File: src/rtl/bibp_pkg.sv
// bibp_pkg: opcode constants and client FSM state encoding for the bibp instruction unit.
package bibp_pkg;
    localparam logic [2:0] TOPLA      = 3'b000;
    localparam logic [2:0] CIKAR      = 3'b001;
    localparam logic [2:0] B_AND      = 3'b010;
    localparam logic [2:0] B_OR       = 3'b011;
    localparam logic [2:0] AND_R      = 3'b100;
    localparam logic [2:0] OR_R       = 3'b101;
    localparam logic [2:0] CIFT_ESLIK = 3'b110;
    localparam logic [2:0] TEK_ESLIK  = 3'b111;
    localparam logic [1:0] BOS        = 2'd0;
    localparam logic [1:0] GONDER     = 2'd1;
    localparam logic [1:0] CEVAP      = 2'd2;
endpackage

File: src/rtl/bibp_istemci_fifo.sv
// bibp_istemci_fifo: synchronous power-of-two FIFO with head-of-queue read and async reset.
module bibp_istemci_fifo #(
    parameter int WIDTH = 15,
    parameter int DEPTH = 4
) (
    input  logic             clk,
    input  logic             rst,
    input  logic             push,
    input  logic [WIDTH-1:0] din,
    input  logic             pop,
    output logic [WIDTH-1:0] dout,
    output logic             full,
    output logic             empty
);
    localparam int AW = $clog2(DEPTH);
    logic [WIDTH-1:0] mem [DEPTH];
    logic [AW-1:0]    wr_ptr, rd_ptr;
    logic [AW:0]      count;
    logic             do_push, do_pop;
    assign full    = count == (AW+1)'(DEPTH);
    assign empty   = count == '0;
    assign do_push = push && !full;
    assign do_pop  = pop && !empty;
    assign dout    = mem[rd_ptr];
    always_ff @(posedge clk or posedge rst) begin
        if (rst) begin
            wr_ptr <= '0;
            rd_ptr <= '0;
            count  <= '0;
        end else begin
            if (do_push) wr_ptr <= wr_ptr + 1'b1;
            if (do_pop) rd_ptr <= rd_ptr + 1'b1;
            count <= count + (AW+1)'(do_push) - (AW+1)'(do_pop);
        end
    end
    always_ff @(posedge clk) begin
        if (do_push) mem[wr_ptr] <= din;
    end
endmodule

File: src/rtl/bibp_istemci.sv
// bibp_istemci: in-order request client for the combinational bibp unit.
// Define BIBP_ISTEMCI_SAYAC_EN to enable the completed-response counter.
module bibp_istemci
    import bibp_pkg::*;
#(
    parameter int UZUNLUK       = 6,
    parameter int SIRA_DERINLIK = 4
) (
    input  logic                 clk,
    input  logic                 rst,
    input  logic                 istek_gecerli,
    output logic                 istek_hazir,
    input  logic [2:0]           istek_islem,
    input  logic [UZUNLUK-1:0]   istek_a,
    input  logic [UZUNLUK-1:0]   istek_b,
    output logic [UZUNLUK*2+2:0] buyruk,
    input  logic [UZUNLUK:0]     sonuc,
    output logic                 cevap_gecerli,
    input  logic                 cevap_hazir,
    output logic [UZUNLUK:0]     cevap_sonuc,
    output logic [2:0]           cevap_islem,
    output logic [15:0]          islem_sayaci
);
    localparam int W = UZUNLUK*2+3;
    logic [1:0]   durum;
    logic [W-1:0] bas;
    logic         dolu, bos, pop;
    // Ready is forced low during reset so nothing is accepted before release.
    assign istek_hazir   = !dolu && !rst;
    assign cevap_gecerli = durum == CEVAP;
    assign pop           = !bos && (durum == BOS || (durum == CEVAP && cevap_hazir));
    bibp_istemci_fifo #(.WIDTH(W), .DEPTH(SIRA_DERINLIK)) u_sira (
        .clk   (clk),
        .rst   (rst),
        .push  (istek_gecerli && istek_hazir),
        .din   ({istek_islem, istek_a, istek_b}),
        .pop   (pop),
        .dout  (bas),
        .full  (dolu),
        .empty (bos)
    );
    always_ff @(posedge clk or posedge rst) begin
        if (rst) begin
            durum       <= BOS;
            buyruk      <= '0;
            cevap_sonuc <= '0;
            cevap_islem <= '0;
        end else begin
            case (durum)
                BOS: if (!bos) begin
                    buyruk <= bas;
                    durum  <= GONDER;
                end
                GONDER: begin
                    cevap_sonuc <= sonuc;
                    cevap_islem <= buyruk[W-1 -: 3];
                    durum       <= CEVAP;
                end
                CEVAP: if (cevap_hazir) begin
                    durum <= bos ? BOS : GONDER;
                    if (!bos) buyruk <= bas;
                end
                default: durum <= BOS;
            endcase
        end
    end
`ifdef BIBP_ISTEMCI_SAYAC_EN
    always_ff @(posedge clk or posedge rst) begin
        if (rst) islem_sayaci <= '0;
        else if (cevap_gecerli && cevap_hazir) islem_sayaci <= islem_sayaci + 1'b1;
    end
`else
    assign islem_sayaci = 16'h0000;
`endif
endmodule

File: config.mk
export PLATFORM = sky130hd
export DESIGN_NAME = bibp_istemci
export DESIGN_NICKNAME = d
export VERILOG_FILES = /design/src/rtl/bibp_pkg.sv /design/src/rtl/bibp_istemci_fifo.sv /design/src/rtl/bibp_istemci.sv
export SDC_FILE = /design/constraint.sdc
export NUM_CORES = 1
export LEC_CHECK = 0
export ABC_AREA = 1
export BUFFER_PORTS_ARGS = -buffer_cell sky130_fd_sc_hd__buf_4
export CORE_ASPECT_RATIO = 0.7
export CORE_MARGIN = 1
export CORE_UTILIZATION = 51
export CTS_BUF_LIST = sky130_fd_sc_hd__clkbuf_16
export CTS_CLUSTER_SIZE = 30
export DETAILED_ROUTE_END_ITERATION = 7
export PLACE_DENSITY = 0.76
export SLEW_MARGIN = 0
export SYNTH_ARGS = -nofsm -noshare
export SYNTH_HDL_FRONTEND = slang
export SYNTH_SLANG_ARGS = --single-unit
export TNS_END_PERCENT = 5
File: constraint.sdc
create_clock -name clk -period 1.95 [get_ports clk]
set_input_delay 0.39 -clock clk [delete_from_list [all_inputs] [get_ports clk]]
set_output_delay 0.39 -clock clk [all_outputs]
set_load 0.005 [all_outputs]
==> impl_metrics.ini, run 1 <==
[finish]
regArea_um2 = 2653
n_antenna_cell = 0
nFillCells = 631
multi_input_area_um2 = 1100
final_core_util_pct = 63.55
drive_gt1_share_pct = 20.89
fin_area_um2 = 5024
areaGrowthSynthToFinish_pct = 19.92
final_cells = 594
final_nets = 521

[sta]
finalSetupTns_ns = 0
rsz0062_at_grt = false
max_freq_mhz = 529.7
slew_viol_final = 0
hold_viol_final = 0
fin_crit_ns = 1.888
finalSetupViolCount = 0
worst_slack_ns = 0.06229
finalCritPeriodShare_pct = 96.81
clock_skew_ns = 0.007025

[clocking]
tritoncts = yes
clockBufferDepth = 2
insertion_delay_ns = 0.35
htreeDepth = 3
cts_root_buf = clkbuf_16
clkSinkCount = 94
clk_pin_slew_ns = 0.07
cts_buffers = 9

[global_routing]
grt_pass1_wl_um = 13080
grt_max_degree = 37
grt_use_met2_pct = 32.92
grt_util_met3_pct = 5.882
met1_usage_pct = 27.86
grt-ovfl-total = 0
grt_pass1_vias = 2673
grt_busiest_layer = met2
track_usage_pct = 20.76
antenna_found_initial = 0

[logic_synthesis]
synth_top_area_share_pct = 43.01
ys_seq_elements = 94
synth_area_leaders = edfxtp_1, dfrtp_1, nand2_1
synth_area_per_cell_um2 = 9.880
yosysWarnings = 0
synth_cell_types = 24
synth_area_um2 = 4189
syn_inst = 424
seq_area_frac_synth_pct = 63.32
synth_top_area_cell = edfxtp_1

[floorplanning]
num_io_pins = 69
rows = 27
core_um2 = 7905
dieArea_um2 = 8586
initial_core_util_pct = 52.99
die_w_um = 110.3
die_h_um = 77.83

[detailed_routing]
drt_wl_total_um = 8019
dr.pass1.iters = 4
viasPerCell = 4.768
ant_nets = 0
drc = 0
wl_per_cell_um = 13.50
drt_iter0_drc = 136
vias = 2832

[setup_path]
cp_slowest_cell = dfrtp_1
endpoint_kind = register
worstSetupStartpointType = register
required_ns = 2.18
worstSetupPathType = register to register
crit_chain = nor2_4, nand2_2, inv_4, nor2_8, ha_4, inv_1, ha_2, inv_2, fa_1, xnor2_1
critical_path.max_stage_delay_ns = 0.41
cp_max_fo = 2
arrival_ns = 2.12

[power_and_ir_drop]
powerDensity_nw_per_um2 = 1502
ir_worst_vdd_mv = 0.8987
p_leak_nw = 2.516

[placed_design]
pre_cts_ws_ns = -0.05841
detailed_place_hpwl_um = 5200
gp_congestion = 0.7385
postPlaceCellArea_um2 = 4672
dp.cells = 576
placement.io_buffers = 52

[flow_run]
cap_violations = 0

[run_status]
outcome = finished clean

[min_path]
hold_path_class = input port to async pin
==> metrics by stage <==
step,hold WS (ns),power [mW]
after floorplan,0.3553,4.769
after global placement,0.4561,5.554
after detailed placement,0.4605,5.670
after CTS,0.2323,7.621
after global routing,0.2344,8.088
final,0.2226,7.546
==> cells in the final DEF, fill, tap and decap left out, drive strengths merged, types with 2 or more instances in the layout <==
master / count
bufinv: 2
dfrtp: 34
xnor2: 2
clkinv: 3
nand4: 2
edfxtp: 60
nand2: 155
ha: 6
nor2: 8
nand3: 42
clkbuf: 9
inv: 80
conb: 16
buf: 69
==> cell type report <==
class	count	area share, %
sequential	94	52.80
inverter	79	6.027
clock buffer	9	4.483
timing repair buffer	69	10.31
multi-input combinational	235	21.89
tap	101	2.516
clock inverter	7	1.968
==> critical path: cells and delay by family (launching register included) <==
family	cells	cell delay, ns
fa+ha+maj	3	0.79
flops	1	0.41
buf+inv	3	0.19
simple gates	3	0.25
xor+xnor	1	0.14
==> sequential cells by signal (all words and copies together) (netlist names) <==
signal / count
u_sira.wr_ptr: 2
cevap_islem: 3
u_sira.mem: 60
durum: 2
buyruk: 15
u_sira.count: 3
cevap_sonuc: 7
u_sira.rd_ptr: 2
==> repair_timing <==
item / 4_1_cts / 5_1_grt
pin swaps: 2 / 3
endpoints found under the setup margin: 2 / 1
buffers inserted: 2 / 0
hold buffers: 0 / 0
cloned: 0 / 0
resized for setup: 1 / 0
==> cells in the mapped netlist <==
master	n
nand3_2	1
fa_1	1
inv_1	76
conb_1	1
buf_4	18
nand2_1	152
xnor2_1	2
inv_2	3
nand3_1	41
nor2_8	1
xor2_1	1
nor2_4	1
nand2_2	3
nand4_1	2
buf_8	1
o21ai_0	1
ha_1	6
dfrtp_1	34
edfxtp_1	60
buf_6	4
nor2_1	6
a21oi_1	1
clkbuf_1	1
buf_2	7
==> report_power, final <==
group	internal (mW)	switching, mW
clock	1.13	0.732
sequential	2.63	0.260
combinational	1.14	1.65
==> per-layer routing <==
metal | routed length [µm] | up-vias
met5 | 0 | -
met2 | 3910 | 74
met4 | 104 | 0
met1 | 3548 | 1350
met3 | 456 | 14
li1 | - | 1394
==> cell families after synthesis <==
logic type | Yosys count | synth area share, %
DFF | 94 | 63.32
and+or+nand+nor | 207 | 20.79
AOI/OAI and AO/OA | 2 | 0.2387
adders and majority gates | 7 | 2.270
xor gates and xnor gates | 3 | 0.6274
other | 1 | 0.08952
buffers and inverters | 110 | 12.66
==> final timing paths <==
check                                        end       startpoint  cells past startpoint  slack (ns)
worst min register to register    cevap_sonuc[4]   cevap_sonuc[4]                      2        0.48
worst max register to register   u_sira.count[2]  u_sira.count[0]                     10        0.06
max in group asynchronous             buyruk[11]              rst                      3        1.39
worst max-delay path             u_sira.count[2]  u_sira.count[0]                     10        0.06
worst min-delay path                   buyruk[1]              rst                      3        0.22
min in group clk                u_sira.mem[1][2]       istek_b[2]                      1        0.24
Note: power is estimated with default switching activity, not from simulation.
==> run 2: changes to the inputs <==
--- a/config.mk
+++ b/config.mk
@@ -9,11 +9,11 @@
 export BUFFER_PORTS_ARGS = -buffer_cell sky130_fd_sc_hd__buf_4
 export CORE_ASPECT_RATIO = 0.7
 export CORE_MARGIN = 1
-export CORE_UTILIZATION = 51
+export CORE_UTILIZATION = 56
 export CTS_BUF_LIST = sky130_fd_sc_hd__clkbuf_16
 export CTS_CLUSTER_SIZE = 30
 export DETAILED_ROUTE_END_ITERATION = 7
-export PLACE_DENSITY = 0.76
+export PLACE_DENSITY = 0.79
 export SLEW_MARGIN = 0
 export SYNTH_ARGS = -nofsm -noshare
 export SYNTH_HDL_FRONTEND = slang
==> constraint.sdc (replaced) <==
create_clock -name clk -period 1.9 [get_ports clk]
set_input_delay 0.38 -clock clk [delete_from_list [all_inputs] [get_ports clk]]
set_output_delay 0.38 -clock clk [all_outputs]
set_load 0.005 [all_outputs]
==> run 2 against run 1 <==
  * Clock skew is 0.0032 ns lower
  * Total power is 1.4% lower
  * Count of clock-buffer cells in the layout stayed put
  * Cell count is 1.9% lower
  * Clock power is 13% lower
  * Utilization is 7.8 points higher
  * Final area is 0.90% lower
  * Routed wire length is 3.2% lower
  * Critical path depth stayed put
  * Die area is 8.7% lower
  * Via count is 1.8% lower
  * Combinational power is 3% higher
  * Largest power group unchanged
==> impl_metrics.ini, run 2 (synthesized netlist as in run 1, its figures left out) <==
[finish]
final_common_cell = nand2_1
nFillCells = 503
fin_area_um2 = 4979
multi_input_area_um2 = 1112
n_antenna_cell = 0
largest_reg_flops = 60
largestRegisters = u_sira.mem x60, buyruk x15, cevap_sonuc x7
drive_gt1_share_pct = 20.25
final_nets = 517
regArea_um2 = 2653
top_register = u_sira.mem
layout_common_cells = nand2_1, inv_1, buf_4, edfxtp_1, nand3_1
areaGrowthSynthToFinish_pct = 18.85

[detailed_routing]
ant_nets = 0
wl_per_cell_um = 13.32
dr.pass1.iters = 4
drc = 0
drt_wl_total_um = 7763
vias = 2780
viasPerCell = 4.768
drt_iter0_drc = 131

[setup_path]
cp_slowest_cell = fa_2
arrival_ns = 2.08
worstSetupStartpointType = register
cp_num_buf_inv = 4
cp-startpoint = u_sira.count[0]
crit_chain = nor2_4, nand2_2, inv_4, nor2_8, ha_4, inv_2, ha_4, inv_2, fa_2, inv_1
worstSetupPathType = register to register
endpoint_kind = register
cp_max_fo = 3
critical_path.max_stage_delay_ns = 0.50
path_delay_family = adder cells
reg2reg_from = u_sira.count[0]
required_ns = 2.12

[global_routing]
antenna_found_initial = 0
grt_max_degree = 37
grt-ovfl-total = 0
grt_pass1_wl_um = 12280
track_usage_pct = 20.98
grt_pass1_vias = 2599

[floorplanning]
core_um2 = 6975
die_h_um = 74.36
rows = 25
num_io_pins = 69
initial_core_util_pct = 60.05
die_w_um = 105.4
dieArea_um2 = 7836

[power_and_ir_drop]
power_switching_mw = 2.703
powerDensity_nw_per_um2 = 1495
internal-power_mw = 4.737
swShare_pct = 36.33
pwr-share-clk_pct = 21.6
ir_worst_vdd_mv = 0.8466
p_leak_nw = 2.467
p_comb_share_pct = 38.6
power_frac_seq_pct = 39.8

[sta]
hold_viol_final = 0
finalSetupViolCount = 0
finalSetupTns_ns = 0
max_freq_mhz = 538.7
finalCritPeriodShare_pct = 97.70
fin_crit_ns = 1.856
clock_skew_ns = 0.003794
slew_viol_final = 0

[clocking]
clockBufferDepth = 2
clk_pin_slew_ns = 0.06
clkSinkCount = 94
cts_root_buf = clkbuf_16
htreeDepth = 3
cts_buffers = 9
insertion_delay_ns = 0.33
tritoncts = yes
ctsHoldBuffers = 0

[run_status]
outcome = finished clean

[placed_design]
detailed_place_hpwl_um = 4921
placement.io_buffers = 52
postPlaceCellArea_um2 = 4673
gp_congestion = 0.7142

[min_path]
hold_path_class = input port to async pin

[flow_run]
cap_violations = 0
==> run 2: metal layers <==
layer  track usage [%]  routed length [µm]  up-vias  part of all wire, %
met5                 0                   0        -                    0
met4             7.981                  39        0                 0.50
met3             5.434                 385        4                  5.0
met2             34.80                3893       76                   50
met1             27.23                3445     1310                   44
li1                  -                   -     1390                    -
==> run 2: layout make-up <==
cell class              count  area share (%)
flip-flops and latches     94           53.28
multi-input cells         235           22.34
repair buffers             65           10.56
inverters                  79           6.082
clock buffers               9           4.524
well taps                  94           2.362
clock inverters             7          0.8545
==> run 2: final timing paths <==
kind / end / slack (ns) / cells after the start
max in group asynchronous: buyruk[9] / 1.36 / 3
max reg2reg: u_sira.count[1] / 0.04 / 10
min: buyruk[0] / 0.22 / 3
min reg2reg: cevap_sonuc[3] / 0.47 / 2
min in group clk: u_sira.mem[2][3] / 0.24 / 1
max: u_sira.count[1] / 0.04 / 10
==> run 2: worst reg2reg max path: stages (launching register included) <==
cell and delay (ns):
dfrtp_1 0.41, nor2_4 0.15, nand2_2 0.09, inv_4 0.08, nor2_8 0.04, ha_4 0.23
inv_2 0.06, ha_4 0.12, inv_2 0.03, fa_2 0.50, inv_1 0.04
==> run 2: through the flow <==
step / setup slack, ns / power (mW) / hold slack [ns] / util [%] / cells
after floorplan: -0.1183 / 4.885 / 0.3453 / - / 439
after global placement: -0.0008673 / 5.675 / 0.4564 / 67.00 / 566
after detailed placement: -0.03330 / 5.783 / 0.4606 / 67.00 / 566
after CTS: 0.002087 / 7.406 / 0.2297 / 70.87 / 582
after global routing: -0.005580 / 7.961 / 0.2315 / 71.37 / 583
final: 0.04372 / 7.441 / 0.2181 / 71.37 / 583
==> run 2: power by group through the flow <==
stage                     sequential [mW]  combinational [mW]  clock, mW
after floorplan                      2.99                1.90          0
after global placement               2.98                2.70          0
after detailed placement             3.00                2.78          0
after CTS                            2.96                2.82       1.62
after global routing                 3.01                3.24       1.71
final                                2.96                2.87       1.61
==> run 2: timing repair <==
action,CTS,global route
cloned,0,0
gates resized for setup,1,6
pin swaps,1,3
buffers inserted,0,1
setup endpoints to repair,2,2
==> run 3: changes to the inputs <==
--- a/config.mk
+++ b/config.mk
@@ -14,6 +14,7 @@
 export CTS_CLUSTER_SIZE = 30
 export DETAILED_ROUTE_END_ITERATION = 7
 export PLACE_DENSITY = 0.79
+export RECOVER_POWER = 25
 export SLEW_MARGIN = 0
 export SYNTH_ARGS = -nofsm -noshare
 export SYNTH_HDL_FRONTEND = slang
==> run 3 against run 2 <==
  * First-iteration DRC count fell by 9.9%
  * Global-route usage stayed put
  * Utilization decreased by 0.81 points
  * Highest routed layer unchanged
  * Critical path type unchanged
  * Via count fell by 0.11%
  * Critical path depth stayed put
  * Maximum frequency barely moved
==> impl_metrics.ini, run 3 (synthesized netlist as in run 1, its figures left out) <==
[run_status]
outcome = finished clean

[global_routing]
grt_max_degree = 37
grt_pass1_wl_um = 12280
grt-ovfl-total = 0
antenna_found_initial = 0
grt_pass1_vias = 2599
track_usage_pct = 20.98

[clocking]
ctsHoldBuffers = 0
tritoncts = yes
cts_buffers = 9
cts_root_buf = clkbuf_16
clk_pin_slew_ns = 0.06
clockBufferDepth = 2
clkSinkCount = 94
insertion_delay_ns = 0.33
htreeDepth = 3

[sta]
max_freq_mhz = 538.6
finalSetupTns_ns = 0
fin_crit_ns = 1.857
finalCritPeriodShare_pct = 97.71
worst_slack_ns = 0.04343
slew_viol_final = 0
whs_ns = 0.2208
hold_viol_final = 0
finalSetupViolCount = 0
clock_skew_ns = 0.003911

[finish]
final_common_cell = nand2_1
nFillCells = 519
drive_gt1_share_pct = 17.18
final_cells = 583
areaGrowthSynthToFinish_pct = 17.50
top_register = u_sira.mem
largest_reg_flops = 60
final_nets = 517
fin_area_um2 = 4922
n_antenna_cell = 0
largestRegisters = u_sira.mem x60, buyruk x15, cevap_sonuc x7
layout_common_cells = nand2_1, inv_1, edfxtp_1, buf_4, nand3_1

[placed_design]
pre_cts_ws_ns = -0.03330
dp.cells = 566
detailed_place_hpwl_um = 4921
gp_congestion = 0.7142
placement.io_buffers = 52
postPlaceCellArea_um2 = 4673

[power_and_ir_drop]
pwr-share-clk_pct = 21.6
internal-power_mw = 4.724
powerDensity_nw_per_um2 = 1507
p_leak_nw = 2.413
power_switching_mw = 2.694
power_frac_seq_pct = 39.9
swShare_pct = 36.32
p_comb_share_pct = 38.4
ir_worst_vdd_mv = 0.8501

[setup_path]
required_ns = 2.13
endpoint_kind = register
arrival_ns = 2.08
worstSetupStartpointType = register
cp-startpoint = u_sira.count[0]
rrSetupSlack_ns = 0.04
worstSetupPathType = register to register
cp_max_fo = 3
reg2reg_from = u_sira.count[0]

[flow_run]
cap_violations = 0

[detailed_routing]
ant_nets = 0
drt_iter0_drc = 118
wl_per_cell_um = 13.23
vias = 2777
viasPerCell = 4.763
dr.pass1.iters = 4
drc = 0
drt_wl_total_um = 7713

[floorplanning]
initial_core_util_pct = 60.05
rows = 25
die_h_um = 74.36
die_w_um = 105.4
dieArea_um2 = 7836
core_um2 = 6975
num_io_pins = 69

[min_path]
hold_path_class = input port to async pin
-- run 3: stage by stage --
step / power [mW] / utilization (%)
6_report: 7.418 / 70.57
3_3_place_gp: 5.675 / 67.00
3_5_place_dp: 5.783 / 67.00
4_1_cts: 7.406 / 70.87
2_1_floorplan: 4.885 / -
5_1_grt: 7.948 / 70.57
-- run 3: path summary, 6_finish.rpt --
| check | end | cells past startpoint |
|---|---|---|
| max in group asynchronous | buyruk[9] | 3 |
| hold reg to reg | cevap_sonuc[3] | 2 |
| hold / removal | buyruk[0] | 3 |
| setup / recovery | u_sira.count[1] | 10 |
| setup reg to reg | u_sira.count[1] | 10 |
| min in group clk | cevap_sonuc[5] | 3 |
-- run 3: worst max-delay path, cell delays in order (launching register included) --
cell,delay [ns]
dfrtp_1,0.41
nor2_4,0.15
nand2_2,0.09
inv_4,0.08
nor2_8,0.04
ha_4,0.23
inv_2,0.06
ha_4,0.12
inv_2,0.03
fa_2,0.50
inv_1,0.04
-- run 3: per-layer routing --
| metal | GRT usage [%] | vias up | wire (µm) |
|---|---|---|---|
| met3 | 5.434 | 4 | 419 |
| met2 | 34.80 | 83 | 3809 |
| met1 | 27.23 | 1300 | 3444 |
| met4 | 7.981 | 0 | 40 |
| li1 | - | 1390 | - |
| met5 | 0 | - | 0 |
-- run 3: power groups by stage --
stage	Sequential, mW	Combinational (mW)	Clock [mW]
final	2.96	2.85	1.61
after global routing	3.01	3.22	1.71
after CTS	2.96	2.82	1.62
after detailed placement	3.00	2.78	0
after global placement	2.98	2.70	0
after floorplan	2.99	1.90	0
-- run 3: layout make-up --
type	instances	area, µm²	share of cell area, %
clock inverter	7	42.54	0.8643
multi-input combinational	235	1112	22.60
tap	94	117.6	2.389
clock buffer	9	225.2	4.575
sequential	94	2653	53.89
timing repair buffer	65	469.2	9.532
inverter	79	302.8	6.151
-- run 3: timing repair --
item | CTS | global route
setup buffers | 0 | 1
setup endpoints to repair | 2 | 2
pin swaps | 1 | 3
cloned | 0 | 0
resized for setup | 1 | 6
